==> config.mk <==
export PLATFORM = sky130hd
export DESIGN_NAME = mhd_stream_monitor
export DESIGN_NICKNAME = d
export VERILOG_FILES = /design/src/rtl/mhd_pkg.sv /design/src/rtl/mhd_slice_popcount.sv /design/src/rtl/mhd_stream_monitor.sv
export SDC_FILE = /design/constraint.sdc
export NUM_CORES = 1
export LEC_CHECK = 0
export ABC_AREA = 1
export CAP_MARGIN = 40
export CORE_ASPECT_RATIO = 1.1
export CORE_MARGIN = 2
export CORE_UTILIZATION = 45
export CTS_CLUSTER_SIZE = 28
export DETAILED_ROUTE_END_ITERATION = 8
export GPL_TIMING_DRIVEN = 0
export PLACE_DENSITY_LB_ADDON = 0.2
export SETUP_SLACK_MARGIN = 0.4
export SLEW_MARGIN = 20
export SYNTH_ARGS = -nofsm -noshare
export SYNTH_HDL_FRONTEND = slang
export SYNTH_SLANG_ARGS = --single-unit
==> constraint.sdc <==
create_clock -name clk -period 8.7 [get_ports clk]
set_input_delay 2.175 -clock clk [delete_from_list [all_inputs] [get_ports clk]]
set_output_delay 2.175 -clock clk [all_outputs]
set_load 0.01 [all_outputs]
==> src/rtl/mhd_pkg.sv <==
// rtl/mhd_pkg.sv - shared types and width helpers for the MHD stream monitor
package mhd_pkg;

  typedef enum logic [1:0] {
    IDLE  = 2'd0,
    LOAD  = 2'd1,
    COUNT = 2'd2,
    DONE  = 2'd3
  } state_t;

  function automatic int hd_width(input int width);
    return $clog2(width + 1);
  endfunction

  function automatic int sum_width(input int width, input int cnt_w);
    return cnt_w + hd_width(width);
  endfunction

endpackage

==> src/rtl/mhd_slice_popcount.sv <==
// rtl/mhd_slice_popcount.sv - combinational popcount of one SLICE-bit slice
module mhd_slice_popcount #(
  parameter int SLICE = 32,
  localparam int PC_W = $clog2(SLICE + 1)
) (
  input  logic [SLICE-1:0] din,
  output logic [PC_W-1:0]  cnt
);

  always_comb begin
    cnt = '0;
    for (int i = 0; i < SLICE; i++) begin
      cnt = cnt + PC_W'(din[i]);
    end
  end

endmodule

==> src/rtl/mhd_stream_monitor.sv <==
// rtl/mhd_stream_monitor.sv - Hamming-distance statistics over a stream of vector pairs
module mhd_stream_monitor
  import mhd_pkg::*;
#(
  parameter int WIDTH = 128,
  parameter int SLICE = 32,
  parameter int CNT_W = 16,
  localparam int HD_W  = hd_width(WIDTH),
  localparam int SUM_W = sum_width(WIDTH, CNT_W)
) (
  input  logic             clk,
  input  logic             rst_n,
  input  logic             start,
  input  logic [CNT_W-1:0] num_samples,
  input  logic             in_valid,
  output logic             in_ready,
  input  logic [WIDTH-1:0] in_a,
  input  logic [WIDTH-1:0] in_b,
  output logic             busy,
  output logic             done,
  output logic [HD_W-1:0]  last_hd,
  output logic [SUM_W-1:0] hd_sum,
  output logic [HD_W-1:0]  hd_max,
  output logic [CNT_W-1:0] err_cnt
);

  localparam int SLICES = WIDTH / SLICE;
  localparam int K_W    = (SLICES > 1) ? $clog2(SLICES) : 1;
  localparam int PC_W   = $clog2(SLICE + 1);

  state_t           state;
  logic [WIDTH-1:0] diff_q;
  logic [K_W-1:0]   k;
  logic [HD_W-1:0]  acc;
  logic [CNT_W-1:0] num_q;
  logic [CNT_W-1:0] cnt;

  logic [SLICE-1:0] slice_bits;
  logic [PC_W-1:0]  pc;
  logic [HD_W-1:0]  acc_next;
  logic [HD_W-1:0]  max_next;
  logic [CNT_W-1:0] cnt_next;
  logic             last_slice;

  // One narrow popcount shared across all slices of the stored difference.
  assign slice_bits = diff_q[int'(k)*SLICE +: SLICE];

  mhd_slice_popcount #(.SLICE(SLICE)) u_popcount (
    .din (slice_bits),
    .cnt (pc)
  );

  assign acc_next   = acc + HD_W'(pc);
  assign max_next   = (acc_next > hd_max) ? acc_next : hd_max;
  assign cnt_next   = cnt + CNT_W'(1);
  assign last_slice = (k == K_W'(SLICES - 1));
  assign in_ready   = (state == LOAD);

  always_ff @(posedge clk or negedge rst_n) begin
    if (!rst_n) begin
      state   <= IDLE;
      diff_q  <= '0;
      k       <= '0;
      acc     <= '0;
      num_q   <= '0;
      cnt     <= '0;
      busy    <= 1'b0;
      done    <= 1'b0;
      last_hd <= '0;
      hd_sum  <= '0;
      hd_max  <= '0;
      err_cnt <= '0;
    end else begin
      done <= 1'b0;
      case (state)
        IDLE: begin
          if (start) begin
            num_q   <= num_samples;
            cnt     <= '0;
            last_hd <= '0;
            hd_sum  <= '0;
            hd_max  <= '0;
            err_cnt <= '0;
            if (num_samples == '0) begin
              state <= DONE;
            end else begin
              state <= LOAD;
              busy  <= 1'b1;
            end
          end
        end
        LOAD: begin
          if (in_valid) begin
            diff_q <= in_a ^ in_b;
            acc    <= '0;
            k      <= '0;
            state  <= COUNT;
          end
        end
        COUNT: begin
          acc <= acc_next;
          k   <= k + K_W'(1);
          // The final slice is folded in on the same edge the statistics update.
          if (last_slice) begin
            last_hd <= acc_next;
            hd_sum  <= hd_sum + SUM_W'(acc_next);
            hd_max  <= max_next;
            err_cnt <= err_cnt + CNT_W'(acc_next != '0);
            cnt     <= cnt_next;
            if (cnt_next == num_q) begin
              state <= DONE;
              busy  <= 1'b0;
            end else begin
              state <= LOAD;
            end
          end
        end
        DONE: begin
          done  <= 1'b1;
          state <= IDLE;
        end
        default: state <= IDLE;
      endcase
    end
  end

endmodule

-- Word level (Yosys, flattened, before mapping)
Index checks and enable logic that the tools add are counted.
- bits in registers: 230
- bits of input ports: 276
- logic and storage cells: 104
- add/sub/neg operators: 36
- magnitude comparators: 1
- equality and inequality tests: 11
- shifts and indexed selects: 1
- multiplexer cells: 30
- bitwise logic cells: 1
- reduce and logical (&&, ||, !) cells: 12
- operator list (kind ; number):
    6-bit by 1-bit adder with 6-bit output ; 30
    128-bit by 8-bit variable part select with 32-bit output ; 1
    128-bit XOR ; 1
    16-bit one-hot mux with 2 select lines ; 2
    16-bit 2-to-1 mux ; 3
    24-bit 2-to-1 mux ; 2
    24-bit one-hot mux with 2 select lines ; 1
    8-bit one-hot mux with 2 select lines ; 3
    8-bit 2-to-1 mux ; 5
    24-bit by 8-bit adder with 24-bit output ; 1
    16-bit by 1-bit adder with 16-bit output ; 1
    16-bit by 1-bit adder with 16-bit output, second input constant ; 1
    16-bit equality test ; 1
    16-bit zero test ; 1
    2-bit 2-to-1 mux ; 6
    2-bit inequality test, second input constant ; 6
    8-bit by 6-bit adder with 8-bit output ; 1
    8-bit > comparator ; 1
    2-bit one-hot mux with 4 select lines ; 1
    8-bit nonzero test ; 1
    2-bit equality test, second input constant ; 3
    2-bit AND reduction ; 3
    3-bit AND reduction ; 2
    1-bit 2-to-1 mux ; 5
    9 further kinds ; 10

-- Longest topological paths before layout
Gate-level depths: netlist (run 1).
- depth in word-level cells: 37
- depth in mapped cells: 43
- gate-level depth less buffers: 40

-- Modules after synthesis
A second synthesis (run 1) with hierarchy kept.
- cell total of the unflattened synthesis: 1590
- area total of the unflattened synthesis: 13113.8 um^2
- modules (own cells, without submodules) (module ; times used ; cells each ; area an instance (um^2) ; seq. area each (um^2)):
    mhd_stream_monitor ; 1 ; 1499 ; 12304.3 ; 5755.5
    mhd_slice_popcount ; 1 ; 91 ; 809.5 ; 0.0

-- Worst setup path before layout (run 1)
Ideal clock, no wire load.
- path type: register to register
- start: register k[0]
- end: register err_cnt[14]
- arrival: 8.100 ns
- required time: 8.606 ns
- setup slack: 0.506 ns
- stages on the path, launching flop included: 36
- buffers on the path: 3
- path through: dfrtp_1 -> clkbuf_1 -> inv_1 -> clkbuf_1 -> clkbuf_1 -> nor2_1 -> o22ai_1 -> ha_1 -> fa_1 -> fa_1 -> fa_1 -> fa_1 -> inv_1 -> fa_1 -> fa_1 -> fa_1 -> fa_1 -> o21ai_0 -> xor2_1 -> ha_1 -> a21oi_1 -> o211ai_1 -> xor2_1 -> nor2_1 -> nand4_1 -> ha_1 -> nand2_1 -> inv_1 -> nand2_1 -> nor2_1 -> nand2_2 -> nor2_2 -> nand2_2 -> nor3_2 -> nand2_1 -> a221oi_2
- longest elaborated chain between the ends: 37
- RTL lines (element ; RTL line ; source):
    start: declaration ; mhd_stream_monitor.sv:33 ; logic [K_W-1:0] k;
    start signal: assignment ; mhd_stream_monitor.sv:102 ; k <= k + K_W'(1);
    128-bit by 8-bit variable part select with 32-bit output ; mhd_stream_monitor.sv:46 ; assign slice_bits = diff_q[int'(k)*SLICE +: SLICE];
    1-bit by 1-bit adder with 2-bit output ; mhd_slice_popcount.sv:13 ; cnt = cnt + PC_W'(din[i]);
    6-bit by 1-bit adder with 6-bit output (30 in a row) ; mhd_slice_popcount.sv:13 ;
    8-bit by 6-bit adder with 8-bit output ; mhd_stream_monitor.sv:53 ; assign acc_next = acc + HD_W'(pc);
    8-bit nonzero test ; mhd_stream_monitor.sv:108 ; err_cnt <= err_cnt + CNT_W'(acc_next != '0);
    16-bit by 1-bit adder with 16-bit output ; mhd_stream_monitor.sv:108 ;
    16-bit 2-to-1 mux ; mhd_stream_monitor.sv:104 ; if (last_slice) begin
    16-bit one-hot mux with 2 select lines ; mhd_stream_monitor.sv:75 ; case (state)
    end signal: assignment ; mhd_stream_monitor.sv:108 ;
    end: declaration ; mhd_stream_monitor.sv:24 ; output logic [CNT_W-1:0] err_cnt
Several ways; a longest one is shown, not always the timed one. The select of a mux whose other input is x is not followed.
A chain may end at the register's enable or synchronous reset.

-- Worst setup path in the final report (run 1)
Same ends and word-level chain as after synthesis.

==> results of run 1 <==
[cell usage in the layout (no fill, tap or decap), types with 13 or more instances in the layout]
cell	instances
buf_4	24
inv_1	128
a32o_1	13
fa_1	21
nand3_1	55
a21oi_1	50
buf_2	13
dfrtp_1	229
nand2_1	368
ha_1	32
nor2_1	81
o21ai_0	235
o22ai_1	26
clkbuf_1	38
xnor2_1	130
clkbuf_16	28
nor3_1	16
clkdlybuf4s50_1	333
nand4_1	24
[repair_timing]
item                                    in CTS  in global routing
endpoints found under the setup margin      46                 41
gates resized for setup                     41                 67
hold buffers                                 0                  0
pin swaps                                   10                 34
buffers inserted                             7                 17
[final timing paths]
check                       startpoint     endpoint  slack, ns  depth (start not counted)
hold / removal             err_cnt[15]  err_cnt[15]       0.46                          1
setup reg to reg                  k[0]  err_cnt[14]       0.61                         39
setup / recovery                  k[0]  err_cnt[14]       0.61                         39
hold reg to reg            err_cnt[15]  err_cnt[15]       0.46                          1
max in group asynchronous        rst_n   diff_q[20]       6.20                          2
min in group asynchronous        rst_n    num_q[10]       1.65                          1
[per-stage QoR]
stage / area [um^2] / utilization [%] / setup TNS, ns
3_5_place_dp: 17000 / 59.2 / -21.12
5_1_grt: 18300 / 63.8 / 0
4_1_cts: 18000 / 62.8 / 0
2_1_floorplan: 13100 / - / 0
3_3_place_gp: 16900 / 59.0 / -1043.49
6_report: 18300 / 63.9 / 0
[critical path: cells and delay by family (launching register included)]
family                     cells  cell delay, ns
adders and majority gates     10            4.26
and+or+nand+nor               13            1.47
buffers and inverters         12            1.17
AOI/OAI and AO/OA              3            0.48
DFF                            1            0.39
xor gates and xnor gates       1            0.22
[registers in the layout (all words and copies together) (netlist names)]
| signal | flops |
|---|---|
| diff_q | 128 |
| hd_sum | 24 |
| cnt | 16 |
| err_cnt | 16 |
| num_q | 16 |
| acc | 8 |
| hd_max | 8 |
| last_hd | 8 |
| k | 2 |
| state | 2 |
| busy | 1 |
| done | 1 |
[area by class of cell]
class / instances / area [um^2]
sequential: 230 / 5760
clock buffer: 39 / 791
antenna: 1 / 2.50
inverter: 135 / 513
buffer: 66 / 357
clock inverter: 7 / 66.3
timing repair buffer: 360 / 3600
fill: 2493 / 10400
tap: 368 / 460
multi-input combinational: 1143 / 6790
[cell usage after synthesis, drive strengths merged, types with 2 or more instances]
cell	n
nand2	380
o21ai	241
dfrtp	230
inv	133
xnor2	132
nor2	93
a21oi	55
nand3	55
clkbuf	52
ha	36
o22ai	29
fa	26
nand4	24
nor3	17
buf	14
a32o	13
xor2	8
or2	7
nand3b	6
nor4	4
o31ai	4
o21a	3
a211oi	2
a22o	2
clkinv	2
o211ai	2
[metal layers]
| metal | up-vias | global-route usage (%) |
|---|---|---|
| li1 | 5972 | - |
| met1 | 5967 | 31.7 |
| met2 | 498 | 49.3 |
| met3 | 107 | 4.40 |
| met4 | 2 | 12.3 |
| met5 | - | 0 |
[cell families after synthesis]
family | Yosys count | share of synthesized area (%)
AND/OR/NAND/NOR | 587 | 19.0
AO/OA/AOI/OAI | 354 | 14.6
flip-flops | 230 | 43.8
buffers and inverters | 201 | 5.86
XOR/XNOR | 140 | 9.33
adder cells (fa/ha/maj) | 62 | 7.39
==> key figures, run 1 <==
Clock network
  • Clk_lat worst skew: 0.54 ns
  • Num CTS Buffers: 26
  • CTS tree: yes
  • H-tree depth: 1
  • CTS Sinks: 230
  • Worst-path clk slew: 0.06 ns
  • Clock tree buffer depth: 3
  • Clk root buf: clkbuf_16

Timing
  • Max Fclk: 0.124 GHz
  • Pins Over Slew Limit: 0
  • Hold Vio Cnt, Final: 0
  • PnR worst setup slack: 0.606 ns
  • Setup violations, final: 0
  • Worst-Margin Slew: 0.683 ns
  • Worst Clk Skew: 0.0120 ns
  • Hold slack: 0.459 ns
  • Crit share post-route: 93.0%
  • Final Critical Period: 8.09 ns
  • RSZ-0062 raised after global routing: no
  • Slew HR: 54.5%

Synth
  • Yosys top cell by area: dfrtp_1
  • Ys async rst share: 100%
  • Post-Syn Nets: 1912
  • Cell count after synthesis: 1574
  • Post-Syn Area per Cell: 8.35 um^2
  • Area of the mapped netlist: 0.0131 mm^2
  • Synth cell types: 39
  • Yosys warns: 0
  • Top_reg_cell synth: dfrtp_1
  • Share of the synthesized area in the top cell type: 43.8%
  • Seq/Total Area, Yosys: 43.8%
  • Synthesized flop and latch total: 230
  • Post-synth EDFFs: 0
  • Synth top area cells: dfrtp_1 (44%), nand2_1 (11%), o21ai_0 (9.2%)

Worst setup path
  • Worst EP arrival: 8.54 ns
  • Slowest cell on the critical path: fa_1
  • Worst setup EP type: flip-flop
  • WS Path Type: reg -> reg
  • CP most frequent cell: fa_1
  • Max incr delay on CP: 0.53 ns
  • CP Max Fanout: 7
  • CP Launch Type: flip-flop
  • Req. time, crit path: 9.14 ns

Global routing
  • Congestion Overflow GR: 0
  • Largest net degree at the start of global routing: 87
  • Initial antenna violation count: 2
  • Vias in the first global route: 12600
  • First-pass GRT wire length: 65600 um
  • GRT Total Usage: 27.2%

Floorplanning
  • Number of top-level pins: 335
  • Die width: 167 um
  • Core footprint: 0.0287 mm^2
  • DIE AREA: 0.0306 mm^2
  • FP Rows: 65
  • Die Y: 183 um
  • Starting Density: 45.8%

Drt
  • Pre-Repair DR Iteration Count: 5
  • Routed Antenna Nets: 0
  • Vias per Instance: 5.34
  • Met2 WL: 21700 um
  • M1 wire length: 16100 um
  • Via count: 12500
  • DR iter-0 viols: 985
  • Routed WL per cell: 18.1 um
  • Total Wirelength: 42500 um
  • WL met3: 2880 um
  • Highest Signal Layer: met5
  • Drt drc: 0

Placed design
  • Port Buffers: 334
  • DP Wirelength: 32400 um
  • GP Congestion: 0.900
  • Setup Slack @ Placement: -0.834 ns
  • Placed Cells: 2278

Finish
  • Layout Nets: 2300
  • P&R area growth vs syn: 39.5%
  • Fin cells: 2349
  • Fraction of layout cells with a size suffix above 1: 8.43%

Run
  • Max Cap Viol: 0

Hold path
  • Worst Hold Class: reg -> reg

Outcome
  • Status: complete, no violations
Power of run 1 is left out: the tool's default activity adds up to more than one toggle a clock period on the data nets, which glitch-free logic cannot reach.
==> run 2: changes to the inputs <==
--- a/config.mk
+++ b/config.mk
@@ -18,4 +18,5 @@
 export SLEW_MARGIN = 20
 export SYNTH_ARGS = -nofsm -noshare
 export SYNTH_HDL_FRONTEND = slang
+export SYNTH_HIERARCHICAL = 1
 export SYNTH_SLANG_ARGS = --single-unit
==> key figures, run 2 <==
Floorplanning
  • Die Y: 183 um
  • Die width: 167 um
  • Number of top-level pins: 335
  • FP Rows: 65
  • Starting Density: 45.7%
  • DIE AREA: 0.0305 mm^2
  • Core footprint: 0.0287 mm^2

Worst setup path
  • Crit-path leading delay family: adder cells
  • Worst EP arrival: 8.51 ns
  • CP Launch Type: flip-flop
  • Worst setup EP type: flip-flop
  • CP most frequent cell: fa_1
  • WP buf/inv: 7
  • Slowest cell on the critical path: fa_1
  • Max incr delay on CP: 0.58 ns
  • WS Path Type: reg -> reg
  • CP Max Fanout: 10
  • Req. time, crit path: 9.12 ns

Clock network
  • Worst-path clk slew: 0.07 ns
  • H-tree depth: 1
  • CTS tree: yes
  • Clk_lat worst skew: 0.52 ns
  • Num CTS Buffers: 25
  • Clk root buf: clkbuf_16
  • CTS Sinks: 230
  • Clock tree buffer depth: 3

Drt
  • DR iter-0 viols: 892
  • Routed Antenna Nets: 0
  • Total Wirelength: 39100 um
  • Routed WL per cell: 16.6 um
  • Drt drc: 0
  • Via count: 12400
  • Vias per Instance: 5.28
  • Pre-Repair DR Iteration Count: 5

Synth
  • Xor-xnor portion of the synthesized cell area: 8.95%
  • Post-Syn Nets: 1927
  • Largest family of logic cells by synthesized area: simple AND/OR/NAND/NOR gates
  • Synth top area cells: dfrtp_1 (44%), nand2_1 (9.8%), o21ai_0 (9.8%)
  • Top-count cell post-synth: nand2_1
  • Complex-gate fraction of the synthesized area: 14.4%
  • Simple-gate share of the synthesized area: 19.2%
  • Synth cell types: 43
  • Synthesized flop and latch total: 230
  • Area of the mapped netlist: 0.0131 mm^2
  • Post-synth top cells: nand2_1 (343), o21ai_0 (257), dfrtp_1 (230), inv_1 (148), xnor2_1 (129)
  • Adder-Cell Fraction of Synth Area: 7.31%
  • Yosys top cell by area: dfrtp_1
  • Post-Syn Area per Cell: 8.25 um^2
  • Cell count after synthesis: 1590
  • Seq/Total Area, Yosys: 43.9%
  • Top_reg_cell synth: dfrtp_1
  • Post-synthesis mux area share: 0%
  • Yosys warns: 6
  • Post-synth EDFFs: 0
  • Ys async rst share: 100%
  • Share of the synthesized area in the top cell type: 43.9%

Finish
  • Biggest regs: diff_q (128), hd_sum (24)
  • # fillers: 2499
  • Largest Register: diff_q
  • Design area: 0.0182 mm^2
  • Commonest non-fill, non-tap cells in the layout: nand2_1 (343), clkdlybuf4s50_1 (333), o21ai_0 (255)
  • P&R area growth vs syn: 38.5%
  • Fraction of layout cells with a size suffix above 1: 6.95%
  • Layout Nets: 2306
  • Diodes inserted: 0
  • Max reg flops: 128
  • Commonest non-fill, non-tap cell in the layout: nand2_1

Global routing
  • Congestion Overflow GR: 0
  • Largest net degree at the start of global routing: 89
  • First-pass GRT wire length: 61400 um
  • Vias in the first global route: 12600
  • Initial antenna violation count: 0
  • GRT Total Usage: 25.0%

Outcome
  • Status: complete, no violations

Timing
  • Setup violations, final: 0
  • Hold slack: 0.467 ns
  • Max Fclk: 0.124 GHz
  • Crit share post-route: 93.0%
  • RSZ-0062 raised after global routing: no
  • Worst-Margin Slew: 0.711 ns
  • Hold Vio Cnt, Final: 0
  • Final Critical Period: 8.09 ns
  • Worst Clk Skew: 0.0140 ns
  • Sum Neg Setup Slack: 0 ns
  • Pins Over Slew Limit: 0
  • Slew HR: 52.6%

Placed design
  • GP Congestion: 0.866
  • Port Buffers: 334
  • DP Wirelength: 30400 um
  • Placed inst area: 0.0170 mm^2

Run
  • Max Cap Viol: 0

Hold path
  • Worst Hold Class: reg -> reg
[run 2: cell count changes after synthesis, moves of 12 or more]
| cell | change |
|---|---|
| a21oi_1 | -15 |
| o21ai_0 | +16 |
| nand2_1 | -28 |
| inv_1 | +17 |
| nor2_1 | +31 |
| a32o_1 | -12 |
[run 2: layout make-up]
type | count | area (um^2) | area share (%)
plain buffers | 65 | 339 | 1.87
clock buffers | 34 | 689 | 3.80
clock inverters | 9 | 100 | 0.551
inverters | 150 | 563 | 3.10
multi-input cells | 1145 | 6690 | 36.8
flip-flops and latches | 230 | 5760 | 31.7
well taps | 368 | 460 | 2.54
repair buffers | 352 | 3560 | 19.6
[run 2: cell families (layout without fill, tap and decap cells)]
logic type      count (synthesis)  count (layout)
fa+ha+maj                      61              61
flops                         230             230
simple gates                  592             592
compound gates                358             358
buf+inv                       215             610
xor+xnor                      134             134
[run 2: metal layers]
metal | global-route usage (%) | vias to the layer above | part of all wire, %
li1 | - | 5976 | -
met1 | 29.6 | 5880 | 39
met2 | 46.8 | 499 | 52
met3 | 3.24 | 80 | 6.0
met4 | 8.38 | 0 | 3.0
met5 | 0 | - | 0
[run 2: timing repair]
item | CTS | global route
hold buffers | 0 | 0
resized for setup | 18 | 80
endpoints found under the setup margin | 38 | 37
endpoints found under the hold margin | 0 | 0
cloned | 0 | 1
setup buffers | 1 | 14
pin swaps | 1 | 27
[run 2: through the flow]
stage / worst slack [ns] / util [%] / cells
floorplan: 1.04 / - / 1590
global placement: -4.36 / 58.9 / 2292
detailed placement: -0.247 / 59.1 / 2294
CTS: 0.409 / 62.1 / 2338
global route: 0.287 / 63.2 / 2353
finish: 0.606 / 63.2 / 2353
[run 2: path summary, 6_finish.rpt]
| path | from | end | slack [ns] | depth (start not counted) |
|---|---|---|---|---|
| setup reg to reg | k[0] | err_cnt[14] | 0.61 | 36 |
| setup / recovery | k[0] | err_cnt[14] | 0.61 | 36 |
| min in group asynchronous | rst_n | cnt[14] | 1.60 | 1 |
| hold / removal | hd_sum[23] | hd_sum[23] | 0.47 | 1 |
| hold reg to reg | hd_sum[23] | hd_sum[23] | 0.47 | 1 |
| max in group asynchronous | rst_n | diff_q[120] | 6.22 | 2 |
[run 2: worst reg2reg max path, delay by kind of cell, from the launching register on]
| family | cells | cell delay [ns] |
|---|---|---|
| fa+ha+maj | 10 | 4.00 |
| simple gates | 11 | 1.26 |
| compound gates | 6 | 1.07 |
| buf+inv | 7 | 0.84 |
| xor+xnor | 2 | 0.42 |
| flops | 1 | 0.41 |
Power of run 2 is left out for the same reason.
==> run 3: changes to the inputs <==
--- a/config.mk
+++ b/config.mk
@@ -18,5 +18,4 @@
 export SLEW_MARGIN = 20
 export SYNTH_ARGS = -nofsm -noshare
 export SYNTH_HDL_FRONTEND = slang
-export SYNTH_HIERARCHICAL = 1
 export SYNTH_SLANG_ARGS = --single-unit
==> results of run 3 <==
No change in the layout: final DEF, timing and power equal those of run 1.
Power of run 3 is left out for the same reason.
